`src/rtl/light_pkg.sv`:
```
// Shared definitions for the traffic-light mode scheduler: light codes, FSM states, enb bit map.
// Latency: n/a (types, constants and a pure function only).
// Backpressure: n/a.
package light_pkg;

    typedef enum logic [1:0] {
        RED       = 2'b00,
        YELLOW    = 2'b01,
        GREEN     = 2'b10,
        UNDEFINED = 2'b11
    } light_t;

    typedef enum logic [1:0] {
        INIT   = 2'd0,
        PLAN   = 2'd1,
        ONLINE = 2'd2,
        FAULT  = 2'd3
    } state_t;

    localparam int ENB_W      = 6;
    localparam int ENB_ONLINE = 0;
    localparam int ENB_RST    = 1;
    localparam int ENB_PLAN0  = 5;  // plan p drives bit (ENB_PLAN0 - p)

    // One-hot source select for a given state/plan; FAULT selects nothing.
    function automatic logic [ENB_W-1:0] enb_for(input state_t s, input logic [1:0] plan);
        logic [ENB_W-1:0] e;
        e = '0;
        case (s)
            INIT:    e[ENB_RST] = 1'b1;
            PLAN:    e = (ENB_W'(1) << ENB_PLAN0) >> plan;
            ONLINE:  e[ENB_ONLINE] = 1'b1;
            default: e = '0;
        endcase
        return e;
    endfunction

endpackage

```
`src/rtl/light_sched_cnt.sv`:
```
// Loadable 8-bit down-counter with zero flag; saturates at zero.
// Latency: load/decrement visible one cycle after the request; zero is combinational from the count.
// Backpressure: none; load has priority over dec.
// Ports: clk, rst (sync, active-high), load + load_val, dec, zero.
module light_sched_cnt (
    input  logic       clk,
    input  logic       rst,
    input  logic       load,
    input  logic [7:0] load_val,
    input  logic       dec,
    output logic       zero
);

    logic [7:0] count;

    always_ff @(posedge clk) begin
        if (rst) begin
            count <= 8'd0;
        end else if (load) begin
            count <= load_val;
        end else if (dec && (count != 8'd0)) begin
            count <= count - 8'd1;
        end
    end

    assign zero = (count == 8'd0);

endmodule

```
`src/rtl/light_mode_sched.sv`:
```
// Traffic-light source scheduler: picks reset plan, one of four timing plans, or online control.
// Latency: a decision sampled in cycle N appears on the registered outputs at the end of cycle N.
// Backpressure: none; plan changes wait for a safe boundary (light RED with lightTime 0).
// Ports: clk, rst (sync, active-high); plan_sel/plan_vld, online_req, light, lightTime, fault_clr in;
//        enb (one-hot source select), online_gnt, cur_plan, switch_pending, fault out.
// Optional watchdog (UNDEFINED-light fault detection) is enabled by defining LIGHT_WATCHDOG_EN.
module light_mode_sched
    import light_pkg::*;
#(
    parameter int RST_HOLD    = 16,
    parameter int FAULT_LIMIT = 8
) (
    input  logic       clk,
    input  logic       rst,
    input  logic [1:0] plan_sel,
    input  logic       plan_vld,
    input  logic       online_req,
    input  logic [1:0] light,
    input  logic [4:0] lightTime,
    input  logic       fault_clr,
    output logic [5:0] enb,
    output logic       online_gnt,
    output logic [1:0] cur_plan,
    output logic       switch_pending,
    output logic       fault
);

    // The hold counter starts at zero out of reset, so the first INIT cycle only arms it.
    // Loading RST_HOLD-2 then yields exactly RST_HOLD cycles in INIT including the arming cycle.
    localparam logic [7:0] HOLD_LOAD = (RST_HOLD >= 2) ? 8'(RST_HOLD - 2) : 8'd0;

    state_t     state_q, state_d;
    logic [1:0] cur_d, pend_q, pend_d;
    logic       sp_d;
    logic       hold_arm_q, hold_arm_d;
    logic       hold_load, hold_dec, hold_zero, hold_done;
    logic       boundary;
    logic [5:0] enb_d;

    assign boundary = (light == RED) && (lightTime == 5'd0);

    light_sched_cnt u_hold_cnt (
        .clk      (clk),
        .rst      (rst),
        .load     (hold_load),
        .load_val (HOLD_LOAD),
        .dec      (hold_dec),
        .zero     (hold_zero)
    );

`ifdef LIGHT_WATCHDOG_EN
    // Same arming scheme as the hold timer: the first UNDEFINED cycle arms, the
    // FAULT_LIMIT-th consecutive one trips.
    localparam logic [7:0] WD_LOAD = (FAULT_LIMIT >= 2) ? 8'(FAULT_LIMIT - 2) : 8'd0;

    logic wd_arm_q, wd_arm_d;
    logic wd_load, wd_dec, wd_zero, wd_trip;

    light_sched_cnt u_wd_cnt (
        .clk      (clk),
        .rst      (rst),
        .load     (wd_load),
        .load_val (WD_LOAD),
        .dec      (wd_dec),
        .zero     (wd_zero)
    );

    always_comb begin
        wd_arm_d = wd_arm_q;
        wd_load  = 1'b0;
        wd_dec   = 1'b0;
        wd_trip  = 1'b0;
        if (((state_q == PLAN) || (state_q == ONLINE)) && (light == UNDEFINED)) begin
            if (!wd_arm_q) begin
                if (FAULT_LIMIT <= 1) begin
                    wd_trip = 1'b1;
                end else begin
                    wd_load  = 1'b1;
                    wd_arm_d = 1'b1;
                end
            end else if (wd_zero) begin
                wd_trip = 1'b1;
            end else begin
                wd_dec = 1'b1;
            end
        end else begin
            wd_arm_d = 1'b0;
        end
        if (wd_trip) begin
            wd_arm_d = 1'b0;
        end
    end

    always_ff @(posedge clk) begin
        if (rst) begin
            wd_arm_q <= 1'b0;
            fault    <= 1'b0;
        end else begin
            wd_arm_q <= wd_arm_d;
            fault    <= (state_d == FAULT);
        end
    end
`else
    logic unused_fault_clr;
    assign unused_fault_clr = fault_clr ^ (FAULT_LIMIT == 0);
    assign fault            = 1'b0;
`endif

    always_comb begin
        state_d    = state_q;
        cur_d      = cur_plan;
        pend_d     = pend_q;
        sp_d       = switch_pending;
        hold_arm_d = hold_arm_q;
        hold_load  = 1'b0;
        hold_dec   = 1'b0;
        hold_done  = 1'b0;

        case (state_q)
            INIT: begin
                if (!hold_arm_q) begin
                    if (RST_HOLD <= 1) begin
                        hold_done = 1'b1;
                    end else begin
                        hold_load  = 1'b1;
                        hold_arm_d = 1'b1;
                    end
                end else if (hold_zero) begin
                    hold_done = 1'b1;
                end else begin
                    hold_dec = 1'b1;
                end
                if (hold_done) begin
                    state_d    = PLAN;
                    cur_d      = switch_pending ? pend_q : 2'd0;
                    sp_d       = 1'b0;
                    hold_arm_d = 1'b0;
                end
            end
            PLAN: begin
                if (boundary) begin
                    if (online_req) begin
                        state_d = ONLINE;  // pending plan is kept for the return to PLAN
                    end else if (switch_pending) begin
                        cur_d = pend_q;
                        sp_d  = 1'b0;
                    end
                end
            end
            ONLINE: begin
                if (boundary && !online_req) begin
                    state_d = PLAN;
                    if (switch_pending) begin
                        cur_d = pend_q;
                        sp_d  = 1'b0;
                    end
                end
            end
`ifdef LIGHT_WATCHDOG_EN
            FAULT: begin
                if (fault_clr) begin
                    state_d    = INIT;
                    hold_arm_d = 1'b0;
                end
            end
`endif
            default: begin
                state_d    = INIT;
                hold_arm_d = 1'b0;
            end
        endcase

`ifdef LIGHT_WATCHDOG_EN
        if (wd_trip) begin
            state_d = FAULT;
        end
`endif

        // A strobe in the same cycle as a boundary becomes pending; the plan applied
        // at that boundary is the one that was already pending.
        if (plan_vld) begin
            pend_d = plan_sel;
            sp_d   = 1'b1;
        end

        enb_d = enb_for(state_d, cur_d);
    end

    always_ff @(posedge clk) begin
        if (rst) begin
            state_q        <= INIT;
            cur_plan       <= 2'd0;
            pend_q         <= 2'd0;
            switch_pending <= 1'b0;
            hold_arm_q     <= 1'b0;
            enb            <= 6'b000010;
            online_gnt     <= 1'b0;
        end else begin
            state_q        <= state_d;
            cur_plan       <= cur_d;
            pend_q         <= pend_d;
            switch_pending <= sp_d;
            hold_arm_q     <= hold_arm_d;
            enb            <= enb_d;
            online_gnt     <= (state_d == ONLINE);
        end
    end

endmodule
```
`config.mk`:
```
export PLATFORM = sky130hd
export DESIGN_NAME = light_mode_sched
export DESIGN_NICKNAME = d
export VERILOG_FILES = /design/src/rtl/light_pkg.sv /design/src/rtl/light_sched_cnt.sv /design/src/rtl/light_mode_sched.sv
export SDC_FILE = /design/constraint.sdc
export NUM_CORES = 1
export LEC_CHECK = 0
export BUFFER_PORTS_ARGS = -buffer_cell sky130_fd_sc_hd__buf_2
export CAP_MARGIN = 0
export CORE_MARGIN = 3
export CORE_UTILIZATION = 60
export CTS_BUF_LIST = sky130_fd_sc_hd__clkbuf_8
export CTS_CLUSTER_SIZE = 24
export DETAILED_ROUTE_END_ITERATION = 12
export PLACE_DENSITY = 0.86
export SYNTH_ARGS = -nofsm -noshare
export SYNTH_HDL_FRONTEND = slang
export SYNTH_SLANG_ARGS = --single-unit
```
`constraint.sdc`:
```
create_clock -name clk -period 3.2 [get_ports clk]
set_input_delay 0.48 -clock clk [delete_from_list [all_inputs] [get_ports clk]]
set_output_delay 0.48 -clock clk [all_outputs]
set_load 0.005 [all_outputs]
```
==> metrics.md <==
| Metric | Value |
|---|---|
| Run status | finished clean |
| Final period utilization | between 70% and 80% |
| Worst-skew pair later-pin latency | about 0.26 ns |
| Final HPWL DP | 1850 um |
| Reg2reg start | state_q[0] |
| Period minus WS final | 2.41 ns |
| CTS tree | built |
| First-pass GRT wire length | between 4000 and 5000 um |
| Synth Warn # | 0 |
| CP Data Required Time | approximately 3.4 ns |
| Slew Viols, Final | 0 |
| Gpl congestion | approximately 0.85 |
| XOR/XNOR Fraction of Synth Area | 3.59% |
| Clock Tree Root | clkbuf_8 |
| DRT iter0 DRCs | 19 |
| Critical path fanouts, max | 8 |
| Mapped Area | between 1000 and 1500 um2 |
| Largest net degree at the start of global routing | 16 |
| Pwr Density | roughly 700 nW/um2 |
| Gr usage total | between 10% and 20% |
| Hold_sp | plan_sel[0] |
| R2R Setup Slk | ~0.79 ns |
| Most common cell in the netlist | dfxtp_1 |
| Post-synth top flop | dfxtp_1 |
| Critical path start-end classification | register to register |
| Initial antenna violation count | 0 |
| Routed length per placed instance | around 13 um |
| Placement Cell Area | between 1000 and 1500 um2 |
| Remaining antenna violation count after routing | 0 |
| Synth area leaders | dfxtp_1 (38%), ha_1 (9.2%), nor2_1 (5.2%) |
| Setup Fix Bufs, Post-CTS | 0 |
| Peak VDD IR | a little under 0.4 mV |
| Vias in the first global route | 972 |
| Mux cell area share after synthesis | approximately 3.3% |
| Area grow syn2layout | 13.7% |
| Startpoint types | register |
| Via count | around 990 |
| # setup viols final | 0 |
| Critical path arrival | 2.56 ns |
| Ant. Diodes | 0 |
| Via density | around 5.6 |
| Core region area | approximately 1800 um2 |
| Share of layout cells above drive strength 1 | 26.3% |
| Congestion Overflow GR | 0 |
| Async set-reset flop share out of synthesis | 0% |
| Post-synth EDFFs | 0 |
| Chip height | between 50 and 60 um |
| Clk buf depth | 2 |
| Worst-path clk slew | approximately 0.070 ns |
| Nets | between 150 and 200 |
| Slew @ Worst Pin | ~0.57 ns |
| Leakage | 0.575 nW |
| Ports | 25 |
| PostCTS Resize Cnt | 0 |
| Synth Area in Simple Gates | about a quarter |
| DRT Pass-1 Iters | 4 |
| Compound-cell area share of the yosys netlist | between 10% and 20% |
| CP Capture Type | register |
| Synthesized instance count | 130 |
| Slew margin rel. | approximately three fifths |
| Max-Cap Viols | 0 |
| FF+latch count, synth | 23 |
| DRT Wirelength | 2320 um |
| # H-tree levels | 1 |
| Synth Net Count | between 150 and 200 |
| Synth Area in Adders | 9.22% |
| Achievable Freq | roughly 410 MHz |
| Die W | slightly above 50 um |
| Total power | 0.972 mW |
| RSZ-0062 raised after global routing | false |
| Layout Skew | 0.00853 ns |
| Final hold violation count | 0 |
| Setup TNS | 0 ns |
| Hold-fix buffers at CTS | 0 |
| Die Area | approximately 2600 um2 |
| Num Clock Sinks | 23 |
| FP Rows | 15 |
| Cell variety after synth | 43 |
| Port bufs | 22 |
| Register area share after synthesis | approximately 38% |
| Top-area cell type share of the netlist area | 37.7% |
| Initial Utilization | between 60% and 70% |
| Cts bufs inserted | 3 |
| Syn_area_per_cell | between 9 and 10 um2 |
| Fill cells | about 140 |
| Most frequent cells after synthesis | dfxtp_1 (23), nor2_1 (17), inv_1 (10) |
| Yosys top cell by area | dfxtp_1 |
| Largest family of logic cells by synthesized area | simple AND/OR/NAND/NOR gates |
| # DRC | 0 |
| CP startpoint | state_q[0] |
| HP Class | input pin to register |
| Design area | ~1400 um2 |
==> worst max-delay path: stages (launching register included) <==
cell	delay (ns)
dfxtp_1	0.34
inv_1	0.09
ha_1	0.31
inv_1	0.15
a41oi_4	0.33
a211oi_1	0.12
nor3_1	0.21
inv_1	0.11
ha_1	0.21
nand2b_1	0.17
and4bb_2	0.26
==> final cells by class <==
class	count	area [um2]	area share [%]
flip-flops and latches	23	460	33.2
multi-input cells	93	703	50.6
clock inverters	1	5.00	0.360
inverters	10	37.5	2.70
well taps	25	31.3	2.25
repair buffers	22	110	7.93
clock buffers	3	41.3	2.97
==> final timing paths <==
kind               end  cells after the start
max             enb[5]                     10
min          pend_q[0]                      3
max reg2reg     enb[5]                     10
min reg2reg     enb[2]                      2
==> sequential cells by signal (all words and copies together) (netlist names) <==
name and count:
enb 6, switch_pending 1, pend_q 2, state_q 2, cur_plan 2, u_hold_cnt.count 8, online_gnt 1, hold_arm_q 1
==> where the power goes <==
| part | internal, mW | switching [mW] |
|---|---|---|
| Sequential | 0.334 | 0.0569 |
| Combinational | 0.175 | 0.231 |
| Clock | 0.0867 | 0.0874 |
| Total | 0.596 | 0.375 |
==> stage by stage <==
| stage | cells | hold slack [ns] | setup WS [ns] | utilization, % |
|---|---|---|---|---|
| 6_report | 177 | 0.460 | 0.789 | 76.3 |
| 5_1_grt | 177 | 0.494 | 0.597 | 76.3 |
| 4_1_cts | 177 | 0.456 | 0.799 | 76.3 |
| 3_5_place_dp | 173 | 0.508 | 0.706 | 73.7 |
| 3_3_place_gp | 173 | 0.503 | 0.771 | 73.7 |
| 2_1_floorplan | 130 | 0.479 | 1.01 | - |
==> layout by cell type, fill, tap and decap left out, types with 4 or more instances in the layout <==
cell	count
buf_2	22
dfxtp_1	23
ha_1	9
inv_1	10
mux2i_1	4
nand2_1	6
nand2b_1	4
nor2_1	17
o21ai_0	4
==> metal layers <==
layer	routed length (um)	global-route usage, %	share of wire [%]
met1	960	22.4	41
met2	1220	36.7	53
met3	105	6.41	4.5
met4	29	2.69	1.3
met5	0	0	0
==> cell families after synthesis <==
kind of cell,Yosys count
flip-flops,23
XOR/XNOR,5
AO/OA/AOI/OAI,25
buffers and inverters,14
adder cells (fa/ha/maj),9
other,1
multiplexers,4
AND/OR/NAND/NOR,49
Power figures use the tool's default switching activity.
